File: config.mk
export PLATFORM = sky130hd
export DESIGN_NAME = int_dump_flat
export DESIGN_NICKNAME = d
export VERILOG_FILES = /design/src/rtl/int_dump_pkg.sv /design/src/rtl/int_dump_if.sv /design/src/rtl/int_dump.sv /design/src/flat_wrapper.sv
export SDC_FILE = /design/constraint.sdc
export NUM_CORES = 1
export LEC_CHECK = 0
export ABC_AREA = 1
export CAP_MARGIN = 20
export CELL_PAD_IN_SITES_DETAIL_PLACEMENT = 0
export CELL_PAD_IN_SITES_GLOBAL_PLACEMENT = 1
export CORE_AREA = 2 2 121 123
export CTS_CLUSTER_SIZE = 30
export DETAILED_ROUTE_END_ITERATION = 16
export DIE_AREA = 0 0 123 125
export DONT_BUFFER_PORTS = 1
export GPL_TIMING_DRIVEN = 0
export PLACE_DENSITY = 0.81
export SYNTH_ARGS = -nofsm -noshare
export SYNTH_HDL_FRONTEND = slang
export SYNTH_SLANG_ARGS = --single-unit
export TNS_END_PERCENT = 5
File: constraint.sdc
create_clock -name clk -period 2.6 [get_ports clk]
set_clock_uncertainty 0.05 [all_clocks]
set_input_delay 0 -clock clk [delete_from_list [all_inputs] [get_ports clk]]
set_output_delay 0 -clock clk [all_outputs]
set_load 0.03 [all_outputs]
File: src/rtl/int_dump_pkg.sv
// Shared types and helpers for the integrate-and-dump decimator.
// The sext helper is also used by the requantizer glue, so it lives here
// rather than inside the decimator.
package int_dump_pkg;

    localparam int IN_WIDTH  = 8;
    localparam int ACC_WIDTH = 24;
    localparam int CNT_WIDTH = 16;

    typedef logic signed [IN_WIDTH-1:0]  smp_t;
    typedef logic signed [ACC_WIDTH-1:0] acc_t;
    typedef logic        [CNT_WIDTH-1:0] cnt_t;

    // Sign-extend one input sample to accumulator width.
    function automatic acc_t sext(input smp_t x);
        return acc_t'(x);
    endfunction

endpackage

File: src/rtl/int_dump_if.sv
// Sample/dump bus of the integrate-and-dump decimator.
// Strobe semantics: the sample on 'in' is consumed on every rising clock
// edge where WE=1. There is no back-pressure, so the source never waits.
// 'valid' is a one-cycle pulse marking a new sum on 'out'. 'out' then holds
// that sum until the next dump. 'sync' restarts the epoch and needs no WE.
interface int_dump_if #(
    parameter int IN_WIDTH  = 8,
    parameter int ACC_WIDTH = 24,
    parameter int CNT_WIDTH = 16
);
    logic                        WE;
    logic signed [IN_WIDTH-1:0]  in;
    logic [CNT_WIDTH-1:0]        len;
    logic                        sync;
    logic                        valid;
    logic signed [ACC_WIDTH-1:0] out;
    logic                        ovf;

    modport master (output WE, in, len, sync, input valid, out, ovf);
    modport slave  (input WE, in, len, sync, output valid, out, ovf);
endinterface

File: src/rtl/int_dump.sv
// Integrate-and-dump decimator.
// It sums a programmable number of signed samples (len+1) and emits one
// wide sum per epoch. Addition wraps; the downstream requantizer saturates.
// Optional macro INT_DUMP_OVF_EN enables the sticky signed-overflow flag.
// Without the macro, ovf is tied to 0.
module int_dump
    import int_dump_pkg::*;
#(
    parameter int IN_WIDTH  = int_dump_pkg::IN_WIDTH,
    parameter int ACC_WIDTH = int_dump_pkg::ACC_WIDTH,
    parameter int CNT_WIDTH = int_dump_pkg::CNT_WIDTH
) (
    input  logic      clk,
    input  logic      resetn,
    int_dump_if.slave bus
);

    logic signed [ACC_WIDTH-1:0] r_acc;
    logic signed [ACC_WIDTH-1:0] r_out;
    logic [CNT_WIDTH-1:0]        r_cnt;
    logic [CNT_WIDTH-1:0]        r_len_sh;
    logic                        r_valid;

    logic signed [ACC_WIDTH-1:0] w_sext;
    logic signed [ACC_WIDTH-1:0] w_acc_eff;
    logic signed [ACC_WIDTH-1:0] w_sum;
    logic [CNT_WIDTH-1:0]        w_cnt_eff;
    logic [CNT_WIDTH-1:0]        w_lim;
    logic                        w_last;

    assign w_sext    = ACC_WIDTH'($signed(bus.in));
    // sync discards the partial epoch before a same-cycle sample is added.
    // The sample then becomes sample 0 of the new epoch.
    assign w_cnt_eff = bus.sync ? '0 : r_cnt;
    assign w_acc_eff = bus.sync ? '0 : r_acc;
    // The first sample of an epoch uses the live len. Later samples use the
    // shadow copy, so a len change mid-epoch waits for the next epoch.
    assign w_lim     = (w_cnt_eff == '0) ? bus.len : r_len_sh;
    assign w_sum     = w_acc_eff + w_sext;
    assign w_last    = (w_cnt_eff == w_lim);

    // Counter, accumulator, len shadow and the registered dump outputs.
    always_ff @(posedge clk or negedge resetn) begin
        if (!resetn) begin
            r_acc    <= '0;
            r_cnt    <= '0;
            r_len_sh <= '0;
            r_out    <= '0;
            r_valid  <= 1'b0;
        end else begin
            r_valid <= 1'b0;
            if (bus.sync) begin
                r_acc <= '0;
                r_cnt <= '0;
            end
            if (bus.WE) begin
                if (w_cnt_eff == '0) begin
                    r_len_sh <= bus.len;
                end
                if (w_last) begin
                    r_out   <= w_sum;
                    r_valid <= 1'b1;
                    r_acc   <= '0;
                    r_cnt   <= '0;
                end else begin
                    r_acc <= w_sum;
                    r_cnt <= w_cnt_eff + 1'b1;
                end
            end
        end
    end

    assign bus.out   = r_out;
    assign bus.valid = r_valid;

`ifdef INT_DUMP_OVF_EN
    logic r_ovf;
    logic w_ovf_add;

    // Overflow occurs when both operands have the same sign and the result
    // sign differs. The check covers accumulate and dump additions alike.
    assign w_ovf_add = (w_acc_eff[ACC_WIDTH-1] == w_sext[ACC_WIDTH-1]) &&
                       (w_sum[ACC_WIDTH-1] != w_acc_eff[ACC_WIDTH-1]);

    // Sticky flag. sync clears it, and a same-cycle sample is checked again.
    always_ff @(posedge clk or negedge resetn) begin
        if (!resetn) begin
            r_ovf <= 1'b0;
        end else if (bus.WE && w_ovf_add) begin
            r_ovf <= 1'b1;
        end else if (bus.sync) begin
            r_ovf <= 1'b0;
        end
    end

    assign bus.ovf = r_ovf;
`else
    assign bus.ovf = 1'b0;
`endif

endmodule

File: src/flat_wrapper.sv
// flat-port wrapper written by rule: the top's interface ports become plain ports
module int_dump_flat import int_dump_pkg::*;
#(
    parameter int IN_WIDTH  = int_dump_pkg::IN_WIDTH,
    parameter int ACC_WIDTH = int_dump_pkg::ACC_WIDTH,
    parameter int CNT_WIDTH = int_dump_pkg::CNT_WIDTH
)
  (clk, resetn, bus_WE, bus_in, bus_len, bus_sync, bus_valid, bus_out, bus_ovf);
  int_dump_if #(.IN_WIDTH(IN_WIDTH), .ACC_WIDTH(ACC_WIDTH), .CNT_WIDTH(CNT_WIDTH)) bus_i ();
  input  logic clk;
  input  logic resetn;
  input wire logic [$bits(bus_i.WE)-1:0] bus_WE;
  input wire logic [$bits(bus_i.in)-1:0] bus_in;
  input wire logic [$bits(bus_i.len)-1:0] bus_len;
  input wire logic [$bits(bus_i.sync)-1:0] bus_sync;
  output wire logic [$bits(bus_i.valid)-1:0] bus_valid;
  output wire logic [$bits(bus_i.out)-1:0] bus_out;
  output wire logic [$bits(bus_i.ovf)-1:0] bus_ovf;
  assign bus_i.WE = bus_WE;
  assign bus_i.in = bus_in;
  assign bus_i.len = bus_len;
  assign bus_i.sync = bus_sync;
  assign bus_valid = bus_i.valid;
  assign bus_out = bus_i.out;
  assign bus_ovf = bus_i.ovf;
  int_dump #(.IN_WIDTH(IN_WIDTH), .ACC_WIDTH(ACC_WIDTH), .CNT_WIDTH(CNT_WIDTH)) u_core (.clk(clk), .resetn(resetn), .bus(bus_i));
endmodule
=== Word-level counts from Yosys, hierarchy flattened ===
Index checks and enable logic that the tools add are counted.
W data, S select, Z words.

* Memories kept: 0
* Bits in registers: 81
* RAM bits: 0
* Latch bits: 0
* Bits in read-only memories: 0

* Mux-type cells: 9
* Add/subtract/negate cells: 2
* Bitwise logic cells: 0
* Reduce and logical (&&, ||, !) cells: 2
* Multiply operators: 0
* Equal/unequal tests: 1
* Shift operators: 0
* $lt $le $gt $ge: 0
* Divide/modulo/power cells: 0

{| class="wikitable"
|+ Operators by type and width
! cell !! count
|-
| $mux W24 || 3
|-
| $mux W16 || 4
|-
| $add A24 B8 Y24 || 1
|-
| $add A16 B1 Y16 const B || 1
|-
| $eq A16 B16 Y1 || 1
|-
| $logic_not A16 Y1 || 1
|-
| $mux W1 || 2
|-
| $reduce_and A2 Y1 || 1
|}

=== Logic depth before layout (Yosys ltp) ===
* Depth after elaboration: 6
* Gate-level depth with buffers: 20
* Depth with buffers taken out: 17

=== Least setup slack after synthesis ===
No wires, ideal clock.

* Path kind: register -> register
* Start point: reg u_core.r_cnt[0]
* End point: reg u_core.r_cnt[10]
* Slack: 0.246 ns
* Path buffers: 3
* Data arrival time: 2.192 ns
* Clock period less this slack: 2.354 ns
* Stages on the path, launching flop included: 20
* Library setup time: 0.112 ns
* Cells stage by stage: dfrtp_1 -> inv_1 -> nor2_1 -> inv_1 -> ha_1 -> nand3_1 -> nor2_1 -> nand2_1 -> buf_2 -> nand2_1 -> nand3_1 -> nand2_1 -> nor2_1 -> nand2_1 -> nor2_4 -> nand3_2 -> buf_2 -> buf_6 -> nand2_1 -> inv_2

* Longest elaborated chain between the ends: 6
* Elaborated cells on any way between the ends: 7
* Those cells by class: add/sub (1); eq/ne (1); mux (4); reduce/logical (1)

{| class="wikitable"
|+ RTL lines
! item !! RTL line !! RTL
|-
| start: declaration || int_dump.sv:20 || <nowiki>logic [CNT_WIDTH-1:0] r_cnt;</nowiki>
|-
| start signal: assignment || int_dump.sv:67 || <nowiki>r_cnt <= w_cnt_eff + 1'b1;</nowiki>
|-
| $mux W16 * || - ||
|-
| parallel branches: the longest is 3 deep, another holds $add A16 B1 Y16 || - ||
|-
| $mux W16 * || int_dump.sv:60 || <nowiki>if (w_last) begin</nowiki>
|-
| $mux W16 * || int_dump.sv:56 || <nowiki>if (bus.WE) begin</nowiki>
|}

Mark *: on every way between the ends.
A chain may end at the register's enable or synchronous reset.

=== Worst setup path in the final report ===
* Start point: reg u_core.r_cnt[8]
* End point: reg u_core.r_out[19], in the netlist u_core.bus.out[19]

* Longest elaborated chain between the ends: 5

{| class="wikitable"
|+ RTL lines
! item !! RTL line !! RTL
|-
| $mux W16 * || - ||
|-
| $logic_not A16 Y1 || int_dump.sv:38 || <nowiki>assign w_lim = (w_cnt_eff == '0) ? bus.len : r_len_sh;</nowiki>
|-
| $mux W16 || int_dump.sv:38 ||
|-
| $eq A16 B16 Y1 * || int_dump.sv:40 || <nowiki>assign w_last = (w_cnt_eff == w_lim);</nowiki>
|-
| $reduce_and A2 Y1 (no line) * || - ||
|-
| end signal: assignment || int_dump.sv:61 || <nowiki>r_out <= w_sum;</nowiki>
|-
| end: declaration || int_dump.sv:19 || <nowiki>logic signed [ACC_WIDTH-1:0] r_out;</nowiki>
|}

Every way passes the cells marked *; elsewhere a longest branch is shown, timed or not.

==> results.yml <==
placement:
  preCtsSetupSlack_ps: -540
  routabilityCongestion: 0.880
  io_buffers: 0
  place_area_mm2: 0.00590
  dp.cells: 1022
  hpwlAfterDp_um: 11700
worst_hold_path:
  worstHoldStart: "bus_len[14]"
  min_to: "u_core.r_len_sh[14]$_DFFE_PN0P_"
  worstHoldPathType: "input port to flip-flop"
  hold_depth: 3
die:
  num_rows: 44
  coreArea_mm2: 0.0142
  chipHeight_um: 125
  die_x_um: 123
  die_area_mm2: 0.0154
  floorplan.initialDensity: 0.399
  io_pins: 54
cts:
  root_buffer: "clkbuf_16"
  htree_levels: 3
  numCtsBuffers: 9
  clk_latency_ps: 340
  cts_sinks: 81
  path_clk_slew_ps: 60
  cts_tree: "done"
  clk_path_buf_depth: 2
logic_synthesis:
  synth_cell_types: 31
  ys_ff_latch: 81
  yosysWarningCount: 0
  avgSynthCellArea_um2: 6.77
  synth_top_flop_cell: "dfrtp_1"
  yosysMostFrequentCell: "nand2_1"
  synth_cells: 838
  yosys-top-cells-count: "276 x nand2_1, 106 x inv_1, 81 x dfrtp_1"
  synth_area_leaders: "dfrtp_1 36%, nand2_1 18%, inv_1 7.0%"
  yosysSeqAreaShare: 0.357
  synth_top_area_frac: 0.357
  synth_area_mm2: 0.00567
  yosys.area.top_type: "dfrtp_1"
  syn_nets: 892
  synth_edf_count: 0
  async_reset_ff_frac: 1.00
timing:
  holdWs_ps: 10.8
  rsz0062_at_grt: "yes"
  tns_ps: -529
  period_needed_ps: 2640
  slew_headroom: 0.609
  final.period_utilization: 1.01
  setup_ws_ps: -37.5
  worst_slew_pin_slew_ps: 580
  hold_viol_final: 0
  finalSetupViolations: 34
  max_freq_ghz: 0.379
  slew_violations: 0
power:
  power.leakage_nw: 3.75
  power_density_mw_per_mm2: 562
  power_mw: 3.84
  peakVddDrop_mv: 0.309
setup_path:
  rr_worst_depth: 14
  timing.rr.start: "u_core.r_cnt[8]$_DFF_PN0_"
  startpoint: "u_core.r_cnt[8]$_DFF_PN0_"
  reg2reg_to: "u_core.bus.out[19]$_DFFE_PN0P_"
  arrival_ps: 2820
  critPathKind: "flip-flop to flip-flop"
  crit_required_ps: 2780
  cp-end-kind: "flip-flop"
  cp_max_fo: 10
  ff2ff_setup_slack_ps: -40
  cp-start-kind: "flip-flop"
global_route:
  grt_pass1_vias: 5282
  grt_first_pass_wirelength_um: 26300
  grt_max_degree: 82
  grt_antenna_before_repair: 0
  grt.total_usage: 0.218
  grt_remaining_overflow: 0
layout:
  diodes: 0
  utilization: 0.480
  num-nets-final: 942
  instances_no_fill: 1075
  syn_to_final_growth_pct: 20.2
  n_fill_cell: 1467
  fin_area_mm2: 0.00682
  drive_gt1_frac: 0.116
drt:
  vias: 5355
  detail_route.iter0.violations: 262
  viasPerCell: 4.98
  ant_nets: 0
  drcViolationCount: 0
  drt-pass1-iter-count: 5
  post_drt_wl_per_cell_um: 14.9
  finalWirelength_um: 16100
run:
  max_cap_viol_count: 0
run_status:
  violations: "negative setup slack"
  status: "complete, but fails checks"
## cells by family (layout without fill, tap and decap cells)
group | after synthesis | in the layout | share of synthesized area
xor gates and xnor gates | 29 | 29 | 0.0448
buffers and inverters | 150 | 203 | 0.105
other | 1 | 1 | 0.000661
adders and majority gates | 26 | 26 | 0.0587
DFF | 81 | 81 | 0.357
AOI/OAI and AO/OA | 74 | 74 | 0.0723
and+or+nand+nor | 477 | 477 | 0.362
## worst max-delay path, stage by stage (launching register included)
cell and delay (ps):
dfrtp_1 430, o21ai_0 190, nand2_1 90, nor2_2 210, clkbuf_4 270, nand3b_1 170
nand3_1 120, nand2_1 60, nor2_1 100, nand2_1 100, nor2_4 190, nand3_4 200
clkbuf_8 240, nand2_1 60, nand2_1 50
## how the worst max path moves through the flow
stage / cells past startpoint / slack (ps) / endpoint
after floorplan: 19 / 250 / u_core.r_cnt[10]$_DFF_PN0_
after global placement: 18 / -580 / u_core.r_acc[8]$_DFF_PN0_
after detailed placement: 18 / -540 / u_core.r_acc[8]$_DFF_PN0_
after CTS: 19 / -3 / u_core.bus.out[17]$_DFFE_PN0P_
after global routing: 20 / -200 / u_core.r_acc[14]$_DFF_PN0_
final: 14 / -40 / u_core.bus.out[19]$_DFFE_PN0P_
## sequential cells by signal, summed over array words and instances (netlist names)
| register | count |
|---|---|
| u_core.bus.out | 24 |
| u_core.r_acc | 24 |
| u_core.r_cnt | 16 |
| u_core.r_len_sh | 16 |
| u_core.bus.valid | 1 |
## report_power, final
| part | internal (mW) | switching (mW) |
|---|---|---|
| sequential | 1.39 | 0.0450 |
| clock | 0.759 | 0.521 |
| combinational | 0.406 | 0.716 |
| total | 2.55 | 1.28 |
## cells in the final DEF, fill, tap and decap left out, drive strengths merged
master         n
nand2        276
inv          117
dfrtp         81
nand3         77
nor2          71
nand4         33
o21ai         33
buf           33
clkbuf        28
a21oi         25
ha            25
xor2          24
dlygate4sd3   22
nand3b        14
o21bai         6
nor3           6
xnor2          5
a21boi         3
a31oi          3
a21o           2
o21a           2
fa             1
conb           1
clkinv         1
clkinvlp       1
bufinv         1
## metal layers
| metal | GRT usage | vias up | part of all wire |
|---|---|---|---|
| met5 | 0 | - | 0 |
| met2 | 0.362 | 89 | 0.49 |
| li1 | - | 2772 | - |
| met1 | 0.286 | 2475 | 0.46 |
| met4 | 0.0709 | 0 | 0.021 |
| met3 | 0.0415 | 19 | 0.034 |
## layout make-up
cell class              count  area (um2)  area share
plain buffers              32         233      0.0341
well taps                 184         230      0.0337
repair buffers             40         413      0.0605
clock buffers              11         243      0.0356
inverters                 117         439      0.0644
clock inverters             3        42.5     0.00624
flip-flops and latches     81        2030       0.297
multi-input cells         607        3200       0.468
## timing repair
action	in CTS	in global routing
cloned	2	1
resized for setup	46	37
endpoints found under the hold margin	103	0
endpoints found under the setup margin	65	60
buffers inserted	8	6
hold buffers	23	0
pin swaps	8	4
(Power assumes the default switching activity.)
